===== src/rtl/ysyx_2022040010_pipe_adder.sv =====
// Pipelined add/sub unit: the carry chain is cut into STAGES equal slices, one resolved per stage.
// Valid/ready on both sides with flush, tag passthrough and RV64 word-op support.
module ysyx_2022040010_pipe_adder #(
    parameter int WIDTH   = 64,
    parameter int STAGES  = 2,
    parameter int TAG_W   = 4,
    parameter int WORD_EN = 1
) (
    input  logic             clk,
    input  logic             rst_n,
    input  logic             flush,
    input  logic             in_valid,
    output logic             in_ready,
    input  logic [WIDTH-1:0] in_a,
    input  logic [WIDTH-1:0] in_b,
    input  logic             in_c,
    input  logic             in_sub,
    input  logic             in_word,
    input  logic [TAG_W-1:0] in_tag,
    output logic             out_valid,
    input  logic             out_ready,
    output logic [WIDTH-1:0] out_s,
    output logic             out_c,
    output logic             out_ovf,
    output logic             out_zero,
    output logic [TAG_W-1:0] out_tag
);
    localparam int SW = WIDTH / STAGES;
    localparam int H  = WIDTH / 2;
    localparam int L  = STAGES - 1;

    logic [STAGES-1:0] v_q;
    logic [STAGES-1:0] adv;
    logic [STAGES-1:0] ld;

    logic [WIDTH-1:0] a_q   [STAGES];
    logic [WIDTH-1:0] b_q   [STAGES];
    logic [WIDTH-1:0] s_q   [STAGES];
    logic             cy_q  [STAGES];
    logic             w_q   [STAGES];
    logic [TAG_W-1:0] tag_q [STAGES];

    logic [WIDTH-1:0] a_d   [STAGES];
    logic [WIDTH-1:0] b_d   [STAGES];
    logic [WIDTH-1:0] s_d   [STAGES];
    logic             cy_d  [STAGES];
    logic             w_d   [STAGES];
    logic [TAG_W-1:0] tag_d [STAGES];
    logic [SW:0]      sl    [STAGES];

    logic             word_in;
    logic [WIDTH-1:0] b_eff;
    logic [WIDTH-1:0] a_in;
    logic [WIDTH-1:0] b_in;
    logic [WIDTH-1:0] res;

    assign word_in = (WORD_EN != 0) && in_word;
    assign b_eff   = in_sub ? ~in_b : in_b;
    assign a_in    = word_in ? {{(WIDTH-H){1'b0}}, in_a[H-1:0]}  : in_a;
    assign b_in    = word_in ? {{(WIDTH-H){1'b0}}, b_eff[H-1:0]} : b_eff;

    // Ready chain runs back from out_ready so bubbles collapse.
    always_comb begin
        adv = '0;
        ld  = '0;
        adv[L] = v_q[L] && out_ready;
        for (int unsigned j = 1; j < STAGES; j++) begin
            adv[L-j] = v_q[L-j] && (!v_q[L-j+1] || adv[L-j+1]);
        end
        in_ready = rst_n && !flush && (!v_q[0] || adv[0]);
        ld[0]    = in_valid && in_ready;
        for (int unsigned k = 1; k < STAGES; k++) begin
            ld[k] = adv[k-1];
        end
    end

    always_comb begin
        sl[0]    = {1'b0, a_in[SW-1:0]} + {1'b0, b_in[SW-1:0]} + {{SW{1'b0}}, in_c ^ in_sub};
        a_d[0]   = a_in;
        b_d[0]   = b_in;
        w_d[0]   = word_in;
        tag_d[0] = in_tag;
        s_d[0]   = '0;
        s_d[0][SW-1:0] = sl[0][SW-1:0];
        cy_d[0]  = sl[0][SW];
        for (int unsigned k = 1; k < STAGES; k++) begin
            sl[k]    = {1'b0, a_q[k-1][k*SW +: SW]} + {1'b0, b_q[k-1][k*SW +: SW]}
                     + {{SW{1'b0}}, cy_q[k-1]};
            a_d[k]   = a_q[k-1];
            b_d[k]   = b_q[k-1];
            w_d[k]   = w_q[k-1];
            tag_d[k] = tag_q[k-1];
            s_d[k]   = s_q[k-1];
            s_d[k][k*SW +: SW] = sl[k][SW-1:0];
            cy_d[k]  = sl[k][SW];
        end
    end

    always_ff @(posedge clk or negedge rst_n) begin
        if (!rst_n) begin
            v_q <= '0;
            for (int unsigned k = 0; k < STAGES; k++) begin
                a_q[k]   <= '0;
                b_q[k]   <= '0;
                s_q[k]   <= '0;
                cy_q[k]  <= 1'b0;
                w_q[k]   <= 1'b0;
                tag_q[k] <= '0;
            end
        end else begin
            for (int unsigned k = 0; k < STAGES; k++) begin
                if (flush)       v_q[k] <= 1'b0;
                else if (ld[k])  v_q[k] <= 1'b1;
                else if (adv[k]) v_q[k] <= 1'b0;
                if (ld[k]) begin
                    a_q[k]   <= a_d[k];
                    b_q[k]   <= b_d[k];
                    s_q[k]   <= s_d[k];
                    cy_q[k]  <= cy_d[k];
                    w_q[k]   <= w_d[k];
                    tag_q[k] <= tag_d[k];
                end
            end
        end
    end

    // Word ops zero the upper operand halves, so sum bit H is exactly the carry into bit H.
    always_comb begin
        res     = s_q[L];
        out_c   = cy_q[L];
        out_ovf = (a_q[L][WIDTH-1] == b_q[L][WIDTH-1]) && (s_q[L][WIDTH-1] != a_q[L][WIDTH-1]);
        if (w_q[L]) begin
            res     = {{(WIDTH-H){s_q[L][H-1]}}, s_q[L][H-1:0]};
            out_c   = s_q[L][H];
            out_ovf = (a_q[L][H-1] == b_q[L][H-1]) && (s_q[L][H-1] != a_q[L][H-1]);
        end
    end

    assign out_valid = v_q[L];
    assign out_s     = res;
    assign out_zero  = v_q[L] && (res == '0);
    assign out_tag   = tag_q[L];

endmodule


===== config.mk =====
export PLATFORM = sky130hd
export DESIGN_NAME = ysyx_2022040010_pipe_adder
export DESIGN_NICKNAME = d
export VERILOG_FILES = /design/src/rtl/ysyx_2022040010_pipe_adder.sv
export SDC_FILE = /design/constraint.sdc
export NUM_CORES = 1
export LEC_CHECK = 0
export ABC_AREA = 1
export ABC_CLOCK_PERIOD_IN_PS = 6200
export CORE_MARGIN = 1.5
export CORE_UTILIZATION = 50
export DETAILED_ROUTE_END_ITERATION = 6
export PLACE_DENSITY_LB_ADDON = 0.05
export SLEW_MARGIN = 20
export SYNTH_ARGS = -nofsm -noshare
export SYNTH_HDL_FRONTEND = slang
export SYNTH_SLANG_ARGS = --single-unit

===== constraint.sdc =====
create_clock -name clk -period 6.2 [get_ports clk]
set_input_delay 0.93 -clock clk [delete_from_list [all_inputs] [get_ports clk]]
set_output_delay 0.93 -clock clk [all_outputs]
set_load 0.01 [all_outputs]

Word level (Yosys, flattened, before mapping)
Index checks and enable logic that the tools add are counted.

Flip-flop bits (word level): 366. Bits of input ports: 140.

Add/subtract/negate cells: 4. Eq/ne operators: 4. Mux-type cells: 12. Bitwise logic cells: 2. Reductions and logical operators: 16.

Operator list (count): two-way mux 64 bit (4); adder 32 x 32 -> 33 bit (2); adder 33 x 1 -> 33 bit (2); zero test 64 bit (1); NOT 64 bit (1); logical AND 1 bit (8); two-way mux 1 bit (8); nonzero test 3 bit (2); zero test 1 bit (3); == test 1 bit (2); logical OR 1 bit (2); inequality test 1 bit (2); bitwise XOR 1 bit (1).

Depth between registers and ports, before layout
Gate-level depths: netlist of run 1.

Word-level depth: 8. Depth in mapped cells: 16. Mapped depth without buffers: 14.

Worst setup path before layout of run 1
OpenSTA, ideal clock, no wires.

Path kind: input-to-reg. Start point: input port in_sub. End point: register s_q (netlist bit s_d[16]). Library setup time: 0.117 ns. Data arrival time: 2.954 ns. Data required time: 6.083 ns. Slack: 3.129 ns. Stages: 16. Path buffers: 2. Cells stage by stage: buf_4 buf_2 xor2_1 fa_1 inv_1 fa_1 inv_1 nand3_1 nand3_1 nand2_1 nand2_2 inv_1 o21ai_1 nand2_1 nand3_1 nand2_1.

Longest elaborated chain between the ends: 4. Elaborated cells between the ends (all ways): 5. Those cells by class: add/sub: 2; mux: 2; bitwise: 1.

Ends and longest elaborated chain: start: declaration (RTL line 17) `input logic in_sub,`; two-way mux 64 bit (RTL line 58) `assign b_eff = in_sub ? ~in_b : in_b;`; two-way mux 64 bit (RTL line 60) `assign b_in = word_in ? {{(WIDTH-H){1'b0}}, b_eff[H-1:0]} : b_eff;`; adder 32 x 32 -> 33 bit (RTL line 78) `sl[0] = {1'b0, a_in[SW-1:0]} + {1'b0, b_in[SW-1:0]} + {{SW{1'b0}}, in_c ^ in_sub};`; adder 33 x 1 -> 33 bit * (RTL line 78); end signal: indexed assignment (RTL line 118) `s_q[k] <= s_d[k];`; end: declaration (RTL line 38) `logic [WIDTH-1:0] s_q [STAGES];`.

Every way passes the cells marked *; elsewhere a longest branch is shown, timed or not. A chain may end at the register's enable or synchronous reset.

Worst setup path after layout of run 1
Start point: register w_q[0] (netlist bit). End point: output port out_zero.

Longest elaborated chain between the ends: 3.

Ends and longest elaborated chain: start: declaration (RTL line 40) `logic w_q [STAGES];`; start signal: indexed assignment (RTL line 120) `w_q[k] <= w_d[k];`; two-way mux 64 bit (RTL line 132) `if (w_q[L]) begin`; zero test 64 bit (RTL line 141) `assign out_zero = v_q[L] && (res == '0);`; logical AND 1 bit (RTL line 141); end: declaration (RTL line 25) `output logic out_zero,`.

Every way passes these cells.

==> flow_summary.json, run 1 <==
{
  "startpoint_type": "flip-flop",
  "grt_usage_pct": 28.4,
  "crit_chain": "nand2_1 -> o21ai_0 -> nor3_1 -> nand3b_1 -> nor2_1 -> clkdlybuf4s50_1",
  "period_share_pct": 73.4,
  "drtIter0Drc": 930,
  "ys_types": 45,
  "grt_pass1_wl_mm": 58.7,
  "area_delta_synth_final_pct": 21.4,
  "yosys-top-cells-count": "nand2_1 (670), inv_1 (277), dfrtp_1 (180), o21ai_0 (96), nor2_1 (89)",
  "clock-sinks": 180,
  "synth_top_cell_by_area": "dfrtp_1",
  "skew_ps": 13.7,
  "h-tree-depth": 4,
  "synth_flop_cell": "dfrtp_1",
  "r2r_end": "s_q[40]",
  "gp_congestion": 0.918,
  "final_nets": 2200,
  "powerDensity_mw_per_mm2": 297,
  "fillers": 2416,
  "synth-edff-count": 0,
  "worst-path-max-fanout": 37,
  "ir_worst_vdd_mv": 0.206,
  "worstReg2RegStart": "cy_q[1]",
  "core_mm2": 0.0251,
  "rsz0062_at_grt": "false",
  "port_buffers": 212,
  "slew_headroom_pct": 24.5,
  "firstDrtPassIters": 5,
  "worstPathRequired_ps": 5270,
  "antenna_cells": 0,
  "grt_max_degree": 90,
  "drt_wl_total_mm": 36.6,
  "p_leak_uw": 0.00819,
  "crit_path_end_kind": "output pin",
  "worstMarginPinSlew_ps": 1130,
  "rows": 58,
  "overflow": 0,
  "antenna_found_initial": 0,
  "reg2reg_slack_ps": 3620,
  "intPower_uw": 2790,
  "start_util_pct": 50.9,
  "synth_xor_area_share_pct": 6.24,
  "maxCapViolations": 0,
  "synthSimpleGateAreaFrac_pct": 30.0,
  "antenna_left": 0,
  "synth.area.top_cells": "dfrtp_1 (35%), nand2_1 (20%), inv_1 (8.1%)",
  "ctsResizeCount": 0,
  "power_switching_uw": 1800,
  "cts_buffers": 17,
  "clk_pin_slew_ps": 90,
  "detailed_place_hpwl_mm": 28.4,
  "wl_per_cell_um": 15.7,
  "cp_slowest_cell": "nand2_1",
  "power_frac_seq_pct": 36.2,
  "p_clk_share_pct": 25.2,
  "switching_share_pct": 39.2,
  "path_class": "reg -> out",
  "synth_cells": 1839,
  "root_buffer": "clkbuf_16",
  "async_flop_share_pct": 100,
  "synth_fp_nets": 2045,
  "io_pins": 213,
  "fin_tns_setup_ps": 0,
  "rr_worst_depth": 7,
  "hold_path.class": "in -> async",
  "fin_crit_ps": 4550,
  "slowest_delay_ps": 930,
  "drc": 0,
  "synthesis.area_mm2": 0.0128,
  "fin_ws_ps": 1650,
  "grt_pass1_vias": 11200,
  "clk_latency_ps": 450,
  "drive_gt1_share_pct": 4.24,
  "arrival_ps": 3620,
  "fmaxAchievable_mhz": 220,
  "fp.dieW_um": 163,
  "cts_tree": "built",
  "vias_per_cell": 5.07,
  "synthMuxAreaShare_pct": 0,
  "status": "completed",
  "synth_top_area_share_pct": 35.3,
  "slew_viol_final": 0,
  "synth_top_family_by_area": "simple AND/OR/NAND/NOR gates",
  "clk_path_buf_depth": 2,
  "die_area_mm2": 0.0265,
  "die_h_um": 163,
  "hold_buffers": 0,
  "p_comb_share_pct": 38.7,
  "post-synth-top-count-cell": "nand2_1",
  "synth.avg_cell_area_um2": 6.95,
  "vias": 11800,
  "yosys.area_share.adder_pct": 6.70,
  "ys_seq_area_share_pct": 35.3,
  "pre_cts_slack_ps": 2210,
  "synth_seq_cells": 180,
  "final-hold-violation-count": 0,
  "ys_warn_count": 0,
  "post-cts-setup-buffer-count": 0,
  "setup_viol": 0,
  "synth_compound_area_share_pct": 9.75
}
[layout by cell type, fill, tap and decap left out, types with 17 or more instances in the layout]
| cell type | count |
|---|---|
| nand2_2 | 20 |
| o21ai_1 | 19 |
| ha_1 | 62 |
| a21oi_1 | 44 |
| nand2_1 | 669 |
| dfrtp_1 | 180 |
| o21ai_0 | 96 |
| nor2_1 | 89 |
| clkdlybuf4s50_1 | 210 |
| inv_1 | 276 |
| xnor2_1 | 57 |
| nand3_1 | 87 |
| clkbuf_16 | 17 |
| a22o_1 | 31 |
| xor2_1 | 34 |
[cells by family (layout without fill, tap and decap cells)]
family          count (synthesis)  after routing
simple gates                  926            926
buf+inv                       363            531
compound gates                213            213
flops                         180            180
xor+xnor                       91             91
fa+ha+maj                      66             66
[critical path, delay by kind of cell (launching register included)]
family | cells | cell delay (ps)
simple gates | 4 | 1520
flops | 1 | 810
buf+inv | 1 | 580
compound gates | 1 | 270
[registers in the layout (all words and copies together) (netlist names)]
register and cells:
s_q 64, cy_q 2, a_d 33, b_d 33
v_q 2, a_q 2, w_d 1, b_q 2
tag_d 4, s_d 32, out_tag 4, w_q 1
[how the worst max path moves through the flow]
stage	start	to	slack (ps)	cells past startpoint
after global placement	w_q[0]	out_zero	2260	6
after CTS	w_q[0]	out_zero	1730	6
after floorplan	in_sub	s_d[16]	3130	16
after detailed placement	w_q[0]	out_zero	2210	6
after global routing	w_q[0]	out_zero	1530	6
final	w_q[0]	out_zero	1650	6
[metal layers]
metal / track usage (%) / vias to the layer above / routed length, µm
met4: 7.30 / 0 / 673
li1: - / 6007 / -
met5: 0 / - / 0
met2: 42.6 / 372 / 15600
met1: 42.4 / 5417 / 18000
met3: 4.63 / 42 / 2360
[cell type report]
class,count,area [µm²],area share [%]
multi-input cells,1296,6730,43.4
inverters,281,1050,6.80
flip-flops and latches,180,4500,29.1
well taps,330,413,2.66
clock inverters,15,206,1.33
clock buffers,17,425,2.74
repair buffers,218,2170,14.0
[stage by stage]
step	std cells	instance area (µm²)	power, µW	hold slack (ps)	util [%]
6_report	2337	15500	4600	427	61.7
5_1_grt	2337	15500	4890	465	61.7
4_1_cts	2337	15500	4610	451	61.7
3_5_place_dp	2305	14900	3440	459	59.2
3_3_place_gp	2305	14900	3420	450	59.2
2_1_floorplan	1839	12800	2720	442	-
[power groups by stage]
stage               sequential [µW]  clock, µW  combinational [µW]
finish                         1660       1160                1780
global route                   1700       1220                1970
CTS                            1660       1180                1780
detailed placement             1680          0                1770
global placement               1680          0                1750
floorplan                      1590          0                1130
No activity file was read; power rests on OpenSTA's default activity.
==> run 2: changes to the inputs <==
--- a/config.mk
+++ b/config.mk
@@ -6,7 +6,7 @@
 export NUM_CORES = 1
 export LEC_CHECK = 0
 export ABC_AREA = 1
-export ABC_CLOCK_PERIOD_IN_PS = 6200
+export ABC_CLOCK_PERIOD_IN_PS = 3700
 export CORE_MARGIN = 1.5
 export CORE_UTILIZATION = 50
 export DETAILED_ROUTE_END_ITERATION = 6
==> constraint.sdc (replaced) <==
create_clock -name clk -period 3.7 [get_ports clk]
set_input_delay 0.555 -clock clk [delete_from_list [all_inputs] [get_ports clk]]
set_output_delay 0.555 -clock clk [all_outputs]
set_load 0.01 [all_outputs]
==> run 2 against run 1 <==
Against the previous run:
- hold slack improved by 29 ps
- via count up 2.0%
- clock skew rose by 4.8 ps
- sequential share of layout area decreased by 0.14 points
- largest power group unchanged
- flip-flop and latch count stayed put
- sequential power grew 67%
- setup slack lost 1400 ps
- largest cell class unchanged
==> flow_summary.json, run 2 (same netlist as run 1, synthesis figures left out) <==
{
  "p_clk_share_pct": 25.0,
  "p_leak_uw": 0.00823,
  "grt_max_degree": 180,
  "worstMarginPinSlew_ps": 1060,
  "intPower_uw": 4700,
  "drt_wl_total_mm": 37.1,
  "fillers": 2380,
  "skew_ps": 18.5,
  "path_class": "reg -> out",
  "area_delta_synth_final_pct": 21.9,
  "power_frac_seq_pct": 35.8,
  "place_inst": 2313,
  "grt_pass1_vias": 11300,
  "power_switching_uw": 3030,
  "port_buffers": 212,
  "die_area_mm2": 0.0265,
  "rows": 58,
  "detailed_place_hpwl_mm": 28.3,
  "firstDrtPassIters": 7,
  "worstPathRequired_ps": 3140,
  "hold_buffers": 1,
  "startpoint_type": "flip-flop",
  "grt_usage_pct": 28.5,
  "grt_pass1_wl_mm": 59.2,
  "crit_path_end_kind": "output pin",
  "overflow": 0,
  "die_h_um": 163,
  "powerDensity_mw_per_mm2": 496,
  "antenna_found_initial": 0,
  "io_pins": 213,
  "drc": 0,
  "cts_tree": "built",
  "finalHoldWorstSlack_ps": 456,
  "ir_worst_vdd_mv": 0.336,
  "gp_congestion": 0.941,
  "clk_path_buf_depth": 2,
  "cts_buffers": 17,
  "status": "completed",
  "arrival_ps": 2890,
  "p_comb_share_pct": 39.2,
  "worst-path-max-fanout": 22,
  "slew_headroom_pct": 29.6,
  "rsz0062_at_grt": "false",
  "hold_path.class": "in -> async",
  "wl_per_cell_um": 15.8,
  "fmaxAchievable_mhz": 291,
  "start_util_pct": 50.9,
  "drtIter0Drc": 976,
  "regMostFlops": "s_q",
  "antenna_left": 0,
  "clk_pin_slew_ps": 80,
  "period_share_pct": 93.0,
  "largest_reg_flops": 64,
  "ctsResizeCount": 0,
  "utilization_pct": 62.0,
  "setup_viol": 0,
  "final-hold-violation-count": 0,
  "switching_share_pct": 39.2,
  "fin_tns_setup_ps": 0,
  "post-cts-setup-buffer-count": 0,
  "fin_cells": 2346,
  "antenna_cells": 0,
  "fin_crit_ps": 3440,
  "slew_viol_final": 0,
  "root_buffer": "clkbuf_16",
  "layout_common_cells": "nand2_1 (669), inv_1 (277), clkdlybuf4s50_1 (210)",
  "maxCapViolations": 0,
  "h-tree-depth": 4,
  "core_mm2": 0.0251,
  "final_nets": 2209,
  "fp.dieW_um": 163,
  "layout_commonest_cell": "nand2_1",
  "vias": 12100,
  "clk_latency_ps": 450,
  "vias_per_cell": 5.15,
  "drive_gt1_share_pct": 4.56,
  "clock-sinks": 180
}
[run 2: path summary, 6_finish.rpt]
check / from / endpoint / slack [ps] / cells past startpoint
max: w_q[0] / out_zero / 260 / 7
min: rst_n / a_d[55] / 460 / 2
max reg2reg: cy_q[1] / s_q[40] / 1170 / 7
min reg2reg: s_d[0] / s_q[0] / 470 / 2
max in group asynchronous: rst_n / b_d[58] / 2000 / 3
min in group clk: s_d[0] / s_q[0] / 470 / 2
[run 2: layout make-up]
class	count	area, µm²	share of cell area [%]
timing repair buffer	227	2250	14.4
clock inverter	15	200	1.29
inverter	281	1050	6.77
multi-input combinational	1296	6730	43.2
clock buffer	17	425	2.73
sequential	180	4500	28.9
tap	330	413	2.65
[run 2: worst max-delay path: stages (launching register included)]
cell	delay [ps]
dfrtp_1	390
buf_4	200
nand2_1	420
o21ai_0	240
nor3_1	290
nand3b_1	110
nor2_1	210
clkdlybuf4s50_1	570
[run 2: through the flow]
step | total power, µW | cell area, µm² | worst slack (ps)
finish | 7720 | 15600 | 258
floorplan | 4560 | 12800 | 1000
detailed placement | 5800 | 14900 | 719
CTS | 7730 | 15600 | 340
global route | 8190 | 15600 | 112
global placement | 5750 | 14900 | 748
[run 2: per-layer routing]
metal | vias to the layer above | GRT usage [%] | wire length [µm]
li1 | 6016 | - | -
met1 | 5592 | 42.7 | 18000
met2 | 425 | 43.1 | 15900
met3 | 45 | 4.28 | 2580
met4 | 0 | 6.59 | 534
met5 | - | 0 | 0
[run 2: power groups by stage]
stage                     sequential (µW)  clock [µW]  combinational [µW]
after floorplan                      2670           0                1890
after global placement               2790           0                2970
after detailed placement             2790           0                3000
after CTS                            2760        1950                3020
after global routing                 2820        2030                3340
final                                2770        1930                3030
